$ cat config.mk
export PLATFORM = sky130hd
export DESIGN_NAME = multisum_scheduler
export DESIGN_NICKNAME = d
export VERILOG_FILES = /design/src/rtl/multisum_scheduler.sv
export SDC_FILE = /design/constraint.sdc
export NUM_CORES = 1
export LEC_CHECK = 0
export CELL_PAD_IN_SITES_DETAIL_PLACEMENT = 0
export CELL_PAD_IN_SITES_GLOBAL_PLACEMENT = 1
export CORE_AREA = 2 2 280 282
export DETAILED_ROUTE_END_ITERATION = 7
export DIE_AREA = 0 0 282 284
export GPL_TIMING_DRIVEN = 1
export PLACE_DENSITY_LB_ADDON = 0.1
export SYNTH_ARGS = -nofsm -noshare
export SYNTH_HDL_FRONTEND = slang
export SYNTH_SLANG_ARGS = --single-unit
$ cat constraint.sdc
create_clock -name clk -period 2.19 [get_ports clk]
set_input_delay 0.438 -clock clk [delete_from_list [all_inputs] [get_ports clk]]
set_output_delay 0.438 -clock clk [all_outputs]
set_load 0.02 [all_outputs]
$ cat src/rtl/multisum_scheduler.sv
`timescale 1ns/1ps
// multisum_scheduler: round-robin arbiter sharing one MultiSum adder among
// N_REQ requesters, with a done-edge detector and a watchdog abort path.
module multisum_scheduler #(
    parameter int N_REQ   = 4,
    parameter int DATA_W  = 32,
    parameter int TIMEOUT = 255
) (
    input  logic                      clk,
    input  logic                      reset,
    input  logic [N_REQ-1:0]          req,
    input  logic [N_REQ*4*DATA_W-1:0] req_data,
    output logic [N_REQ-1:0]          ack,
    output logic [DATA_W-1:0]         result,
    output logic                      error,
    output logic                      busy,
    output logic [2:0]                grant_id,
    output logic [DATA_W-1:0]         ms_in0,
    output logic [DATA_W-1:0]         ms_in1,
    output logic [DATA_W-1:0]         ms_in2,
    output logic [DATA_W-1:0]         ms_in3,
    output logic                      ms_start,
    output logic                      ms_reset,
    input  logic [DATA_W-1:0]         ms_sum,
    input  logic                      ms_done
);

    typedef enum logic [1:0] {IDLE, ISSUE, WAIT, RESP} state_t;

    localparam logic [15:0] TLAST = 16'(TIMEOUT - 1);

    state_t              state, state_n;
    logic [2:0]          last_grant;
    logic                done_q;
    logic                done_rise;
    logic [15:0]         timer;
    logic                err_q;
    logic                pick_valid;
    logic [2:0]          pick;
    logic [4*DATA_W-1:0] pick_ops;
    int unsigned         idx;

    assign done_rise = ms_done & ~done_q;

    // Round-robin pick: first set req bit after last_grant, then its operands
    always_comb begin
        pick_valid = 1'b0;
        pick       = '0;
        idx        = 0;
        pick_ops   = '0;
        for (int unsigned k = 1; k <= N_REQ; k++) begin
            idx = (32'(last_grant) + k) % N_REQ;
            for (int unsigned i = 0; i < N_REQ; i++) begin
                if (!pick_valid && i == idx && req[i]) begin
                    pick_valid = 1'b1;
                    pick       = 3'(i);
                end
            end
        end
        for (int unsigned i = 0; i < N_REQ; i++) begin
            if (32'(pick) == i)
                pick_ops = req_data[i*4*DATA_W +: 4*DATA_W];
        end
    end

    // State register
    always_ff @(posedge clk) begin
        if (reset)
            state <= IDLE;
        else
            state <= state_n;
    end

    // Next-state logic
    always_comb begin
        state_n = state;
        case (state)
            IDLE:    if (pick_valid) state_n = ISSUE;
            ISSUE:   state_n = WAIT;
            WAIT:    if (done_rise || timer == TLAST) state_n = RESP;
            RESP:    state_n = IDLE;
            default: state_n = IDLE;
        endcase
    end

    // Datapath: operand latch, watchdog timer, result capture, grant history
    always_ff @(posedge clk) begin
        if (reset) begin
            grant_id   <= '0;
            last_grant <= 3'(N_REQ - 1);
            ms_in0     <= '0;
            ms_in1     <= '0;
            ms_in2     <= '0;
            ms_in3     <= '0;
            result     <= '0;
            err_q      <= 1'b0;
            timer      <= '0;
            done_q     <= 1'b0;
        end else begin
            done_q <= ms_done;
            case (state)
                IDLE: begin
                    if (pick_valid) begin
                        grant_id <= pick;
                        ms_in0   <= pick_ops[0*DATA_W +: DATA_W];
                        ms_in1   <= pick_ops[1*DATA_W +: DATA_W];
                        ms_in2   <= pick_ops[2*DATA_W +: DATA_W];
                        ms_in3   <= pick_ops[3*DATA_W +: DATA_W];
                    end
                end
                ISSUE: timer <= '0;
                WAIT: begin
                    // done edge takes priority over a coincident timeout
                    if (done_rise) begin
                        result <= ms_sum;
                        err_q  <= 1'b0;
                    end else if (timer == TLAST) begin
                        result <= '0;
                        err_q  <= 1'b1;
                    end else begin
                        timer <= timer + 16'd1;
                    end
                end
                RESP: last_grant <= grant_id;
                default: ;
            endcase
        end
    end

    // Strobes and per-requester ack decode
    always_comb begin
        busy     = (state != IDLE);
        ms_start = (state == ISSUE);
        error    = (state == RESP) && err_q;
        ms_reset = reset || ((state == RESP) && err_q);
        ack      = '0;
        for (int unsigned i = 0; i < N_REQ; i++)
            ack[i] = (state == RESP) && (32'(grant_id) == i);
    end

endmodule

==> run_results.csv, run 1 <==
group,metric,value,unit
status,outcome,"finished, violations left",
status,violations,"setup timing",
layout,ff_latch_area,0.003691,mm^2
logic_synthesis,synthTopCellsByArea,"dfxtp_1, a2111oi_0, a211oi_1, a21boi_0, o22ai_1",
setup_path,endpoint,"result[0]",
grt,antenna_found_initial,24,
logic_synthesis,yosys.area.top_type_share,0.3162,
route,postRouteAntennaNets,0,
logic_synthesis,syn_area,0.01165,mm^2
setup_path,critPathLaunchType,"flip-flop",
layout,final_cell_mix,"clkdlybuf4s50_1, dfxtp_1, nor2_1",
timing,slew_viol_final,0,
floorplanning,initial_core_util,0.1514,
logic_synthesis,synth_ff_type,"dfxtp_1",
floorplanning,die_area,0.08009,mm^2
cts,clk_latency,0.51,ns
logic_synthesis,synth_edf_count,0,
placed_design,place.gp.congestion,0.8485,
setup_path,path_cells,"inv_2 > ha_4 > or4b_4 > or4_4 > o21ai_4 > buf_6 > a21oi_4 > a22o_1",
logic_synthesis,syn_avg_cell_area,8.012,um^2
logic_synthesis,ys_warn_count,0,
setup_path,cp_max_fo,8,
route,drc,0,
layout,final_common_cell,"clkdlybuf4s50_1",
placed_design,portBuffers,720,
layout,multi_input_area,0.007901,mm^2
timing,finalSetupViolCount,42,
logic_synthesis,ys_ff_latch,184,
setup_path,cp_data_arrival_time,2.75,ns
route,wirelength,83.29,mm
floorplanning,die_width,282,um
setup_path,crit_path_end_kind,"flip-flop",
cts,clkTransAtPathRegs,0.10,ns
power_and_ir_drop,leakage,8.450,nW
power_and_ir_drop,power_frac_seq,0.226,
cts,hold_buffers,0,
logic_synthesis,ys_async_sr_fraction,0,
job,drv_cap,0,
cts,numClockSinks,184,
placed_design,placedInstanceArea,0.02149,mm^2
timing,worst_pin_slew,1.178,ns
setup_path,rrSetupSlack,-0.16,ns
layout,syn_to_final_growth,102.8,%
cts,cts-buffers-inserted,17,
cts,clock-root-buffer,"clkbuf_16",
route,drt_first_pass_iters,5,
setup_path,critPathSlowestCell,"or4_4",
grt,grt_max_degree,78,
timing,setup_ws,-0.1599,ns
grt,grt_pass1_wl,115.4,mm
layout,drive_above_1_share,0.1772,
floorplanning,rows,102,
layout,stdcell_area,0.02362,mm^2
route,vias,15637,
logic_synthesis,yosys.area.top_type,"dfxtp_1",
setup_path,critPathKind,"flip-flop to flip-flop",
setup_path,cp-startpoint,"timer[0]",
timing,final_hold_viol_count,0,
placed_design,dp.cells,3210,
floorplanning,die_h,284,um
logic_synthesis,synth_cell_type_count,53,
route,viasPerCell,4.775,
floorplanning,pin_count,722,
timing,rsz0062_at_grt,"true",
timing,finalSetupTns,-4.539,ns
power_and_ir_drop,powerDensity,965.2,mW/mm^2
power_and_ir_drop,pwr-share-clk,0.160,
timing,period_share,1.073,
setup_path,cp.required,2.59,ns
layout,num-fill-cells,8151,
power_and_ir_drop,ir_drop,0.4263,mV
setup_path,r2r_cells,8,
placed_design,dp_worst_setup_slack,-0.7957,ns
logic_synthesis,syn-num-nets,2011,
logic_synthesis,synth_cells,1454,
setup_path,rr_endpoint,"result[0]",
cts,clockBufferDepth,2,
timing,fmaxAchievable,425.5,MHz
power_and_ir_drop,power_frac_comb,0.614,
grt,track_usage,0.1954,
grt,grt_pass1_vias,16323,
cts,ctsHtreeMaxLevel,4,
logic_synthesis,yosysSeqAreaShare,0.3162,
layout,stdcell_count,3275,
timing,finalClockSkew,0.01778,ns
worst_hold_path,hold_path.class,"input pin to flip-flop",
power_and_ir_drop,intPower,0.01259,W
route,drt_iter0_drc,590,
placed_design,hpwl,62.04,mm
setup_path,slowest_delay,0.56,ns
grt,gr-total-overflow,0,
cts,cts_tree,"yes",
setup_path,r2r_start,"timer[0]",
floorplanning,core_area,0.07696,mm^2
layout,fin_nets,2768,
power_and_ir_drop,p_sw_frac,0.4480,
timing,fin_crit,2.350,ns
route,wl_per_cell,25.43,um
timing,relSlewSlack,0.2144,
power_and_ir_drop,switchingPower,0.01021,W
## power groups by stage
stage	clock (W)	combinational [W]	sequential (W)
global placement	0	0.0122	0.00523
finish	0.00364	0.0140	0.00515
CTS	0.00383	0.0124	0.00517
global route	0.00390	0.0150	0.00530
floorplan	0	0.00417	0.00630
detailed placement	0	0.0122	0.00523
## synthesized netlist by cell type, drive strengths merged (4+ instances only)
master,instances
nand3,7
o21ai,8
inv,141
nand2,19
o22ai,129
nor2b,5
a22o,32
nand2b,4
a2111oi,255
xnor2,5
clkbuf,144
a21boi,126
nor2,147
dfxtp,184
ha,6
a211oi,133
o211ai,4
buf,38
a21oi,16
and2,5
## stage by stage
step / util / hold WS [ns] / total power (W)
after floorplan: - / 0.4581 / 0.01047
after global placement: 0.2792 / 0.4586 / 0.01745
after detailed placement: 0.2792 / 0.4564 / 0.01745
after CTS: 0.2897 / 0.2685 / 0.02142
after global routing: 0.3068 / 0.3392 / 0.02423
final: 0.3069 / 0.3530 / 0.02280
## cell type report
class,count,share of cell area
sequential,184,0.1563
inverter,141,0.02251
clock buffer,17,0.01801
multi-input combinational,950,0.3345
timing repair buffer,917,0.4033
tap,1040,0.05509
antenna,11,0.001165
clock inverter,15,0.009164
## state kept, by name, summed over array words and instances (netlist names), 2 cells and up
name / count
ms_in0: 32
state: 2
ms_in2: 32
grant_id: 2
ms_in1: 32
last_grant: 2
result: 32
ms_in3: 32
timer: 16
## worst min-delay path by stage
stage,slack (ns),end,cells past startpoint,from
6_report,0.35,timer[1],2,reset
3_3_place_gp,0.46,result[20],1,result[20]
5_1_grt,0.34,timer[1],2,reset
2_1_floorplan,0.46,timer[3],2,timer[3]
3_5_place_dp,0.46,result[1],1,result[1]
4_1_cts,0.27,timer[1],2,reset
## worst max-delay path: cells and delay by family, from the launching register on
family | cells | cell delay [ns]
AND/OR/NAND/NOR | 2 | 1.02
adder cells (fa/ha/maj) | 1 | 0.13
flip-flops | 1 | 0.34
AO/OA/AOI/OAI | 3 | 0.52
buffers and inverters | 2 | 0.23
## logic make-up (layout without fill, tap and decap cells)
kind of cell	Yosys count	count (layout)	share of synthesized area
XOR/XNOR	5	5	0.003759
adder cells (fa/ha/maj)	6	6	0.006444
other	1	12	0.0003219
buffers and inverters	323	1090	0.1104
AND/OR/NAND/NOR	204	204	0.07529
AO/OA/AOI/OAI	728	731	0.4850
multiplexers	3	3	0.002578
flip-flops	184	184	0.3162
## per-layer routing
layer	routed length, um	global-route usage	vias up	share of wire
met5	165	0	-	0.0020
met1	32390	0.2224	7643	0.39
met4	1799	0.04867	26	0.022
li1	-	-	7290	-
met3	6485	0.06224	109	0.078
met2	42450	0.3492	569	0.51
## what timing repair did
action | 4_1_cts | 5_1_grt
pin swaps | 10 | 39
cloned | 2 | 5
resized for setup | 69 | 307
buffers inserted | 5 | 10
setup endpoints to repair | 180 | 178
No activity file was read; power rests on OpenSTA's default activity.
==> run 2, diff against run 1 <==
--- a/config.mk
+++ b/config.mk
@@ -5,11 +5,11 @@
 export SDC_FILE = /design/constraint.sdc
 export NUM_CORES = 1
 export LEC_CHECK = 0
-export CELL_PAD_IN_SITES_DETAIL_PLACEMENT = 0
-export CELL_PAD_IN_SITES_GLOBAL_PLACEMENT = 1
-export CORE_AREA = 2 2 280 282
+export CELL_PAD_IN_SITES_DETAIL_PLACEMENT = 1
+export CELL_PAD_IN_SITES_GLOBAL_PLACEMENT = 2
+export CORE_AREA = 2 2 281 283
 export DETAILED_ROUTE_END_ITERATION = 7
-export DIE_AREA = 0 0 282 284
+export DIE_AREA = 0 0 283 285
 export GPL_TIMING_DRIVEN = 1
 export PLACE_DENSITY_LB_ADDON = 0.1
 export SYNTH_ARGS = -nofsm -noshare
==> run 2 against run 1 <==
Compared with the run above: the run still ends with setup timing left; die area up 0.71%; final cell count up 0.67%; global-route usage up 0.15 points; sequential share of layout area shrank 0.32 points; first-iteration DRC count up 5.9%; critical path depth unchanged; design area up 2.1%; total power is 6.4% higher; highest routed layer unchanged.
==> run_results.csv, run 2 (synthesized netlist as in run 1, its figures left out) <==
group,metric,value,unit
floorplanning,core_area,0.07797,mm^2
floorplanning,die_area,0.08066,mm^2
placed_design,portBuffers,720,
route,drt_first_pass_iters,4,
placed_design,dp_worst_setup_slack,-0.9288,ns
cts,numClockSinks,184,
timing,setup_ws,-0.1780,ns
grt,grt_pass1_wl,119.0,mm
timing,slew_viol_final,0,
route,vias,15868,
cts,clk_latency,0.50,ns
grt,grt_pass1_vias,16882,
cts,cts_tree,"yes",
worst_hold_path,hold_path.class,"input pin to flip-flop",
timing,holdWs,0.1643,ns
job,drv_cap,0,
cts,hold_buffers,0,
layout,drive_above_1_share,0.1922,
worst_hold_path,hp-start,"reset",
grt,gr-total-overflow,0,
setup_path,cp_data_arrival_time,2.75,ns
worst_hold_path,worstHoldEndpoint,"ms_in3[20]",
route,drc,0,
cts,clkTransAtPathRegs,0.09,ns
floorplanning,rows,103,
grt,grt_max_degree,68,
power_and_ir_drop,powerDensity,1006,mW/mm^2
cts,clock-root-buffer,"clkbuf_16",
grt,track_usage,0.1969,
timing,finalClockSkew,0.01463,ns
setup_path,critPathSlowestCell,"or4_4",
power_and_ir_drop,power_frac_seq,0.213,
worst_hold_path,holdPathStages,2,
power_and_ir_drop,intPower,0.01331,W
layout,fin_nets,2781,
floorplanning,initial_core_util,0.1494,
setup_path,cp-startpoint,"timer[0]",
layout,final_cell_mix,"clkdlybuf4s50_1, dfxtp_1, nor2_1",
route,postRouteAntennaNets,0,
cts,cts-buffers-inserted,17,
power_and_ir_drop,p_sw_frac,0.4512,
timing,fin_crit,2.368,ns
layout,fin_util,0.3093,
placed_design,placedInstanceArea,0.02148,mm^2
grt,antenna_found_initial,21,
route,drt_iter0_drc,625,
timing,fmaxAchievable,422.3,MHz
route,viasPerCell,4.813,
setup_path,path_cells,"inv_2 > ha_4 > or4b_4 > or4_4 > o21ai_4 > a21oi_4 > buf_12 > a22o_1",
power_and_ir_drop,leakage,8.589,nW
timing,relSlewSlack,0.6542,
timing,finalSetupViolCount,46,
setup_path,cp_max_fo,16,
cts,ctsHtreeMaxLevel,4,
placed_design,place.gp.congestion,0.8519,
power_and_ir_drop,ir_drop,0.4201,mV
setup_path,critPathKind,"flip-flop to flip-flop",
setup_path,rr_endpoint,"result[14]",
status,outcome,"finished, violations left",
setup_path,r2r_cells,8,
layout,final_common_cell,"clkdlybuf4s50_1",
timing,worst_pin_slew,0.5187,ns
route,wl_per_cell,26.28,um
power_and_ir_drop,pwr-share-clk,0.147,
layout,stdcell_area,0.02411,mm^2
route,wirelength,86.64,mm
cts,clockBufferDepth,2,
timing,final_hold_viol_count,0,
placed_design,hpwl,63.68,mm
timing,rsz0062_at_grt,"true",
power_and_ir_drop,power_frac_comb,0.639,
setup_path,crit_path_end_kind,"flip-flop",
setup_path,slowest_delay,0.57,ns
setup_path,cp.required,2.58,ns
status,violations,"setup timing",
layout,num-fill-cells,8852,
setup_path,r2r_start,"timer[0]",
power_and_ir_drop,switchingPower,0.01095,W
floorplanning,pin_count,722,
floorplanning,die_h,285,um
setup_path,critPathLaunchType,"flip-flop",
timing,period_share,1.081,
layout,syn_to_final_growth,107.0,%
setup_path,rrSetupSlack,-0.18,ns
floorplanning,die_width,283,um
-- run 2: cell types whose count changed in the layout (fill, tap and decap cells not counted), moves of 4 or more --
| cell | previous run | this run |
|---|---|---|
| a2111oi_4 | 19 | 34 |
| a2111oi_0 | 99 | 86 |
| a2111oi_1 | 65 | 52 |
| a2111oi_2 | 72 | 83 |
| buf_4 | 124 | 132 |
| buf_6 | 11 | 17 |
| clkbuf_16 | 21 | 26 |
| inv_8 | 1 | 5 |
-- run 2: layer usage --
metal	global-route usage	wire, um
met1	0.2299	34810
met2	0.3523	44520
met3	0.06008	5594
met4	0.04229	1564
met5	0	144
-- run 2: timing repair --
| item | 4_1_cts | 5_1_grt |
|---|---|---|
| gates resized for setup | 66 | 363 |
| endpoints found under the setup margin | 160 | 174 |
| buffers inserted | 4 | 16 |
| gates cloned | 0 | 13 |
| pin swaps | 13 | 48 |
-- run 2: worst max path at each step --
stage | depth (start not counted) | to | slack, ns
after floorplan | 8 | result[10] | -0.05
after global placement | 9 | ms_in3[5] | -0.92
after detailed placement | 9 | ms_in3[5] | -0.93
after CTS | 8 | result[14] | -0.16
after global routing | 8 | timer[2] | -0.25
final | 8 | result[14] | -0.18
-- run 2: power groups by stage --
stage          registers (W)  clock network (W)  logic, W
6_report             0.00517            0.00358    0.0155
5_1_grt              0.00530            0.00386    0.0165
4_1_cts              0.00518            0.00376    0.0125
3_5_place_dp         0.00524                  0    0.0123
3_3_place_gp         0.00525                  0    0.0122
2_1_floorplan        0.00630                  0   0.00417
-- run 2: cell type report --
class                           instances  area, um^2  area share
Clock inverter                         15       215.2    0.008925
Inverter                              141       531.8     0.02205
Timing Repair Buffer                  933        9727      0.4034
Multi-Input combinational cell        947        8183      0.3394
Antenna cell                           10       25.02    0.001038
Sequential cell                       184        3691      0.1531
Tap cell                             1050        1314     0.05449
Clock buffer                           17       425.4     0.01764
-- run 2: metrics by stage --
step | setup TNS (ns) | total power (W) | instances
final | -5.544 | 0.02426 | 3297
after floorplan | -1.559 | 0.01047 | 1454
after global routing | -12.00 | 0.02567 | 3293
after CTS | -5.541 | 0.02144 | 3258
after detailed placement | -87.53 | 0.01753 | 3222
after global placement | -79.01 | 0.01742 | 3222
-- run 2: critical path, delay by kind of cell (launching register included) --
| family | cells | cell delay [ns] |
|---|---|---|
| flops | 1 | 0.33 |
| buf+inv | 2 | 0.25 |
| simple gates | 2 | 1.03 |
| compound gates | 3 | 0.51 |
| fa+ha+maj | 1 | 0.12 |
==> run 3, diff against run 2 <==
--- a/config.mk
+++ b/config.mk
@@ -12,6 +12,7 @@
 export DIE_AREA = 0 0 283 285
 export GPL_TIMING_DRIVEN = 1
 export PLACE_DENSITY_LB_ADDON = 0.1
+export SLEW_MARGIN = 30
 export SYNTH_ARGS = -nofsm -noshare
 export SYNTH_HDL_FRONTEND = slang
 export SYNTH_SLANG_ARGS = --single-unit
==> constraint.sdc (replaced) <==
create_clock -name clk -period 2.11 [get_ports clk]
set_input_delay 0.422 -clock clk [delete_from_list [all_inputs] [get_ports clk]]
set_output_delay 0.422 -clock clk [all_outputs]
set_load 0.02 [all_outputs]
==> run 3 against run 2 <==
Compared with the run above: the flow still finishes with violations (setup timing); count of clock-buffer cells in the layout stayed put; core utilization is 8.1 points higher; global-route usage is 1.4 points higher; register-to-register slack worse by 0.09 ns; setup slack worse by 0.085 ns; die area stayed put; total power is 30% higher.
==> run_results.csv, run 3 (synthesized netlist as in run 1, its figures left out) <==
group,metric,value,unit
floorplanning,die_width,283,um
route,drt_iter0_drc,581,
timing,finalClockSkew,0.02796,ns
timing,finalSetupViolCount,148,
setup_path,critPathSlowestCell,"or4_4",
setup_path,cp_max_fo,2,
layout,syn_to_final_growth,161.2,%
setup_path,path_cells,"inv_2 > ha_4 > or4b_4 > or4_4 > buf_6 > a21o_1 > buf_6 > a221oi_2",
grt,grt_pass1_vias,17389,
setup_path,cp_data_arrival_time,2.78,ns
cts,clock-root-buffer,"clkbuf_16",
cts,clk_latency,0.51,ns
grt,gr-total-overflow,0,
placed_design,placedInstanceArea,0.02134,mm^2
setup_path,cp.required,2.52,ns
grt,grt_max_degree,87,
cts,clockBufferDepth,2,
floorplanning,die_area,0.08066,mm^2
timing,fmaxAchievable,421.3,MHz
layout,stdcell_area,0.03042,mm^2
timing,period_share,1.125,
layout,stdcell_count,3448,
setup_path,crit_path_end_kind,"flip-flop",
power_and_ir_drop,powerDensity,1034,mW/mm^2
setup_path,slowest_delay,0.59,ns
cts,numClockSinks,184,
timing,slew_viol_final,0,
floorplanning,pin_count,722,
setup_path,crit_path_frequent_cell,"buf_6",
cts,cts_tree,"yes",
route,drt_first_pass_iters,5,
timing,rsz0062_at_grt,"true",
status,outcome,"finished, violations left",
worst_hold_path,hold_path.class,"input pin to flip-flop",
setup_path,critPathLaunchType,"flip-flop",
grt,antenna_found_initial,31,
layout,fin_util,0.3902,
route,wl_per_cell,29.51,um
layout,ff_latch_area,0.003694,mm^2
timing,worst_pin_slew,1.367,ns
setup_path,critPathTopFamily,"simple AND/OR/NAND/NOR gates",
floorplanning,die_h,285,um
placed_design,dp.cells,3202,
timing,holdWs,0.4425,ns
placed_design,place.gp.congestion,0.7940,
cts,hold_buffers,0,
layout,multi_input_area,0.01201,mm^2
timing,final_hold_viol_count,0,
cts,clkTransAtPathRegs,0.10,ns
status,violations,"setup timing",
route,wirelength,101.8,mm
setup_path,critPathBufInv,3,
layout,drive_above_1_share,0.3784,
cts,cts-buffers-inserted,17,
power_and_ir_drop,ir_drop,0.6138,mV
placed_design,portBuffers,720,
grt,grt_pass1_wl,125.9,mm
layout,num-fill-cells,8333,
grt,track_usage,0.2109,
job,drv_cap,0,
timing,setup_ws,-0.2634,ns
route,vias,16900,
placed_design,hpwl,62.03,mm
floorplanning,core_area,0.07797,mm^2
route,viasPerCell,4.901,
layout,final_cell_mix,"clkdlybuf4s50_1, dfxtp_1, buf_4",
layout,final_common_cell,"clkdlybuf4s50_1",
layout,fin_nets,2925,
setup_path,critPathKind,"flip-flop to flip-flop",
route,postRouteAntennaNets,0,
timing,relSlewSlack,0.08852,
floorplanning,rows,103,
cts,ctsHtreeMaxLevel,4,
route,drc,0,
power_and_ir_drop,power,0.03145,W
power_and_ir_drop,leakage,10.52,nW
timing,fin_crit,2.373,ns
floorplanning,initial_core_util,0.1494,
-- run 3: changes by cell type in the layout (fill, tap and decap cells not counted), sizes merged, moves of 2 or more --
cell / previous run / this run
diode: 10 / 17
clkbuf: 29 / 57
buf: 207 / 322
dlygate4sd2: 4 / 6
clkdlybuf4s50: 708 / 704
a21oi: 16 / 19
-- run 3: metrics by stage --
| step | setup TNS (ns) | setup slack, ns |
|---|---|---|
| 2_1_floorplan | -4.009 | -0.1315 |
| 3_3_place_gp | -107.98 | -1.012 |
| 3_5_place_dp | -115.96 | -1.038 |
| 4_1_cts | -9.428 | -0.2695 |
| 5_1_grt | -29.93 | -0.3162 |
| 6_report | -16.57 | -0.2634 |
-- run 3: timing repair --
item	4_1_cts	5_1_grt
resized for setup	268	991
setup endpoints to repair	189	181
buffers inserted	19	126
pin swaps	86	276
cloned	16	44
-- run 3: worst min-delay path, cell delays in order --
cell,delay [ns]
clkbuf_2,0.22
nand3_1,0.10
o2111ai_1,0.09
a21oi_1,0.07
-- run 3: final timing paths --
check        slack, ns  cells after the start       start          end
max reg2reg      -0.26                      8    timer[0]     state[0]
max              -0.26                      8    timer[0]     state[0]
min reg2reg       0.49                      1  result[24]   result[24]
min               0.44                      4      req[1]  grant_id[1]
-- run 3: layout make-up --
cell class                      count  area share
Multi-Input combinational cell    950      0.3947
Clock inverter                     15    0.006868
Clock buffer                       17     0.01398
Timing Repair Buffer             1074      0.4010
Tap cell                         1050     0.04318
Antenna cell                       17    0.001398
Inverter                          141     0.01748
Sequential cell                   184      0.1214
-- run 3: per-layer routing --
metal	GRT usage	wire length, um
met1	0.2552	42270
met2	0.3614	50430
met3	0.06576	6276
met4	0.05319	2604
met5	0	175
-- run 3: power by group --
group	internal, W	switching, W
clock network	0.00166	0.00209
registers	0.00461	0.000741
logic	0.0107	0.0117
==> variant: new RTL, settings of run 1 <==
`N_REQ`: 4 -> 3.
--- a/src/rtl/multisum_scheduler.sv
+++ b/src/rtl/multisum_scheduler.sv
@@ -3,5 +3,5 @@
 // N_REQ requesters, with a done-edge detector and a watchdog abort path.
 module multisum_scheduler #(
-    parameter int N_REQ   = 4,
+    parameter int N_REQ   = 3,
     parameter int DATA_W  = 32,
     parameter int TIMEOUT = 255
Interface: changed (resized ack, req and req_data); port bits go from 722 to 592. The function was not compared with the original's and may differ.
==> variant against run 1 <==
- clock skew fell by 0.00097 ns
- critical path depth did not move
- area after synthesis fell by 27%
- wire length fell by 31%
- total power fell by 13%
- sequential cell count did not move
- final area fell by 25%
- cell count fell by 18%
- combinational power fell by 20%
- worst setup slack improved by 0.21 ns
- die area did not move
- synthesized cell count fell by 32%
- critical path type unchanged
- largest cell class unchanged
- largest power group unchanged
==> variant: results (changes against run 1) <==
CP startpoint last_grant[0]; LEAKAGE 6.37 nW (-25%); cell total after placement 2615 (-19%); clk_lat worst skew 0.49 ns (-0.02 ns); Routed WL per cell 21.5 um (-16%); area grow syn2layout 107%; slowest stage delay, CP 0.39 ns (-0.17 ns); maximum vdd ir drop 0.699 mV (+64%); detailed-router iteration count before antenna repair 4 (-1); layout cells sized above 1 13.9% (-3.8 points); Critical Path AT 2.51 ns (-0.24 ns); skew final 0.0168 ns (-0.000974 ns); Final Non-Filler Cells 2670 (-18%); first-pass GRT wire length 77.2 mm (-33%); antenna violations before repair 15 (-38%); Sw Pwr 8.55 mW (-16%); Iter 0 DRT Violations 352 (-40%); CP max FO 18 (+10); HPWL Detailed 41.0 mm (-34%); reg2reg end ms_in0[30]; Hold WS 0.470 ns (+0.117 ns); largest net degree at the start of global routing 82 (+5.1%); sequential element share of the synthesized area 43.3% (+12 points); Post-CTS Repair Setup Buffers 0 (-5); Worst path top cell family by delay compound AO/OA/AOI/OAI gates; dpl ws -0.444 ns (+0.352 ns); number of global-route vias before repair 10500 (-36%); status finished clean
variant: power groups by stage:
stage	Combinational, mW	Clock, mW	Sequential (mW)
final	11.2	3.48	5.08
after global placement	11.0	0	5.14
after CTS	11.1	3.71	5.10
after global routing	12.2	3.79	5.23
after detailed placement	10.9	0	5.16
after floorplan	3.70	0	6.36
variant: area by class of cell:
class	count	share of cell area [%]
clock buffers	17	2.42
clock inverters	15	1.09
multi-input cells	695	26.9
repair buffers	696	40.8
inverters	13	0.277
flip-flops and latches	184	21.0
well taps	1040	7.39
diodes	10	0.142
variant: layer usage:
metal	vias to the layer above	wire length, um	GRT usage (%)
met1	4930	22600	14.6
met4	8	784	4.65
met3	41	3440	4.12
li1	4955	-	-
met2	287	30400	24.3
met5	-	57	0
variant: cells by family after synthesis:
logic type,count (synthesis),synth area share [%]
simple gates,361,18.7
compound gates,311,29.5
flops,184,43.3
buf+inv,109,5.72
xor+xnor,11,1.13
fa+ha+maj,8,1.18
mux,3,0.368
other cells,1,0.0441
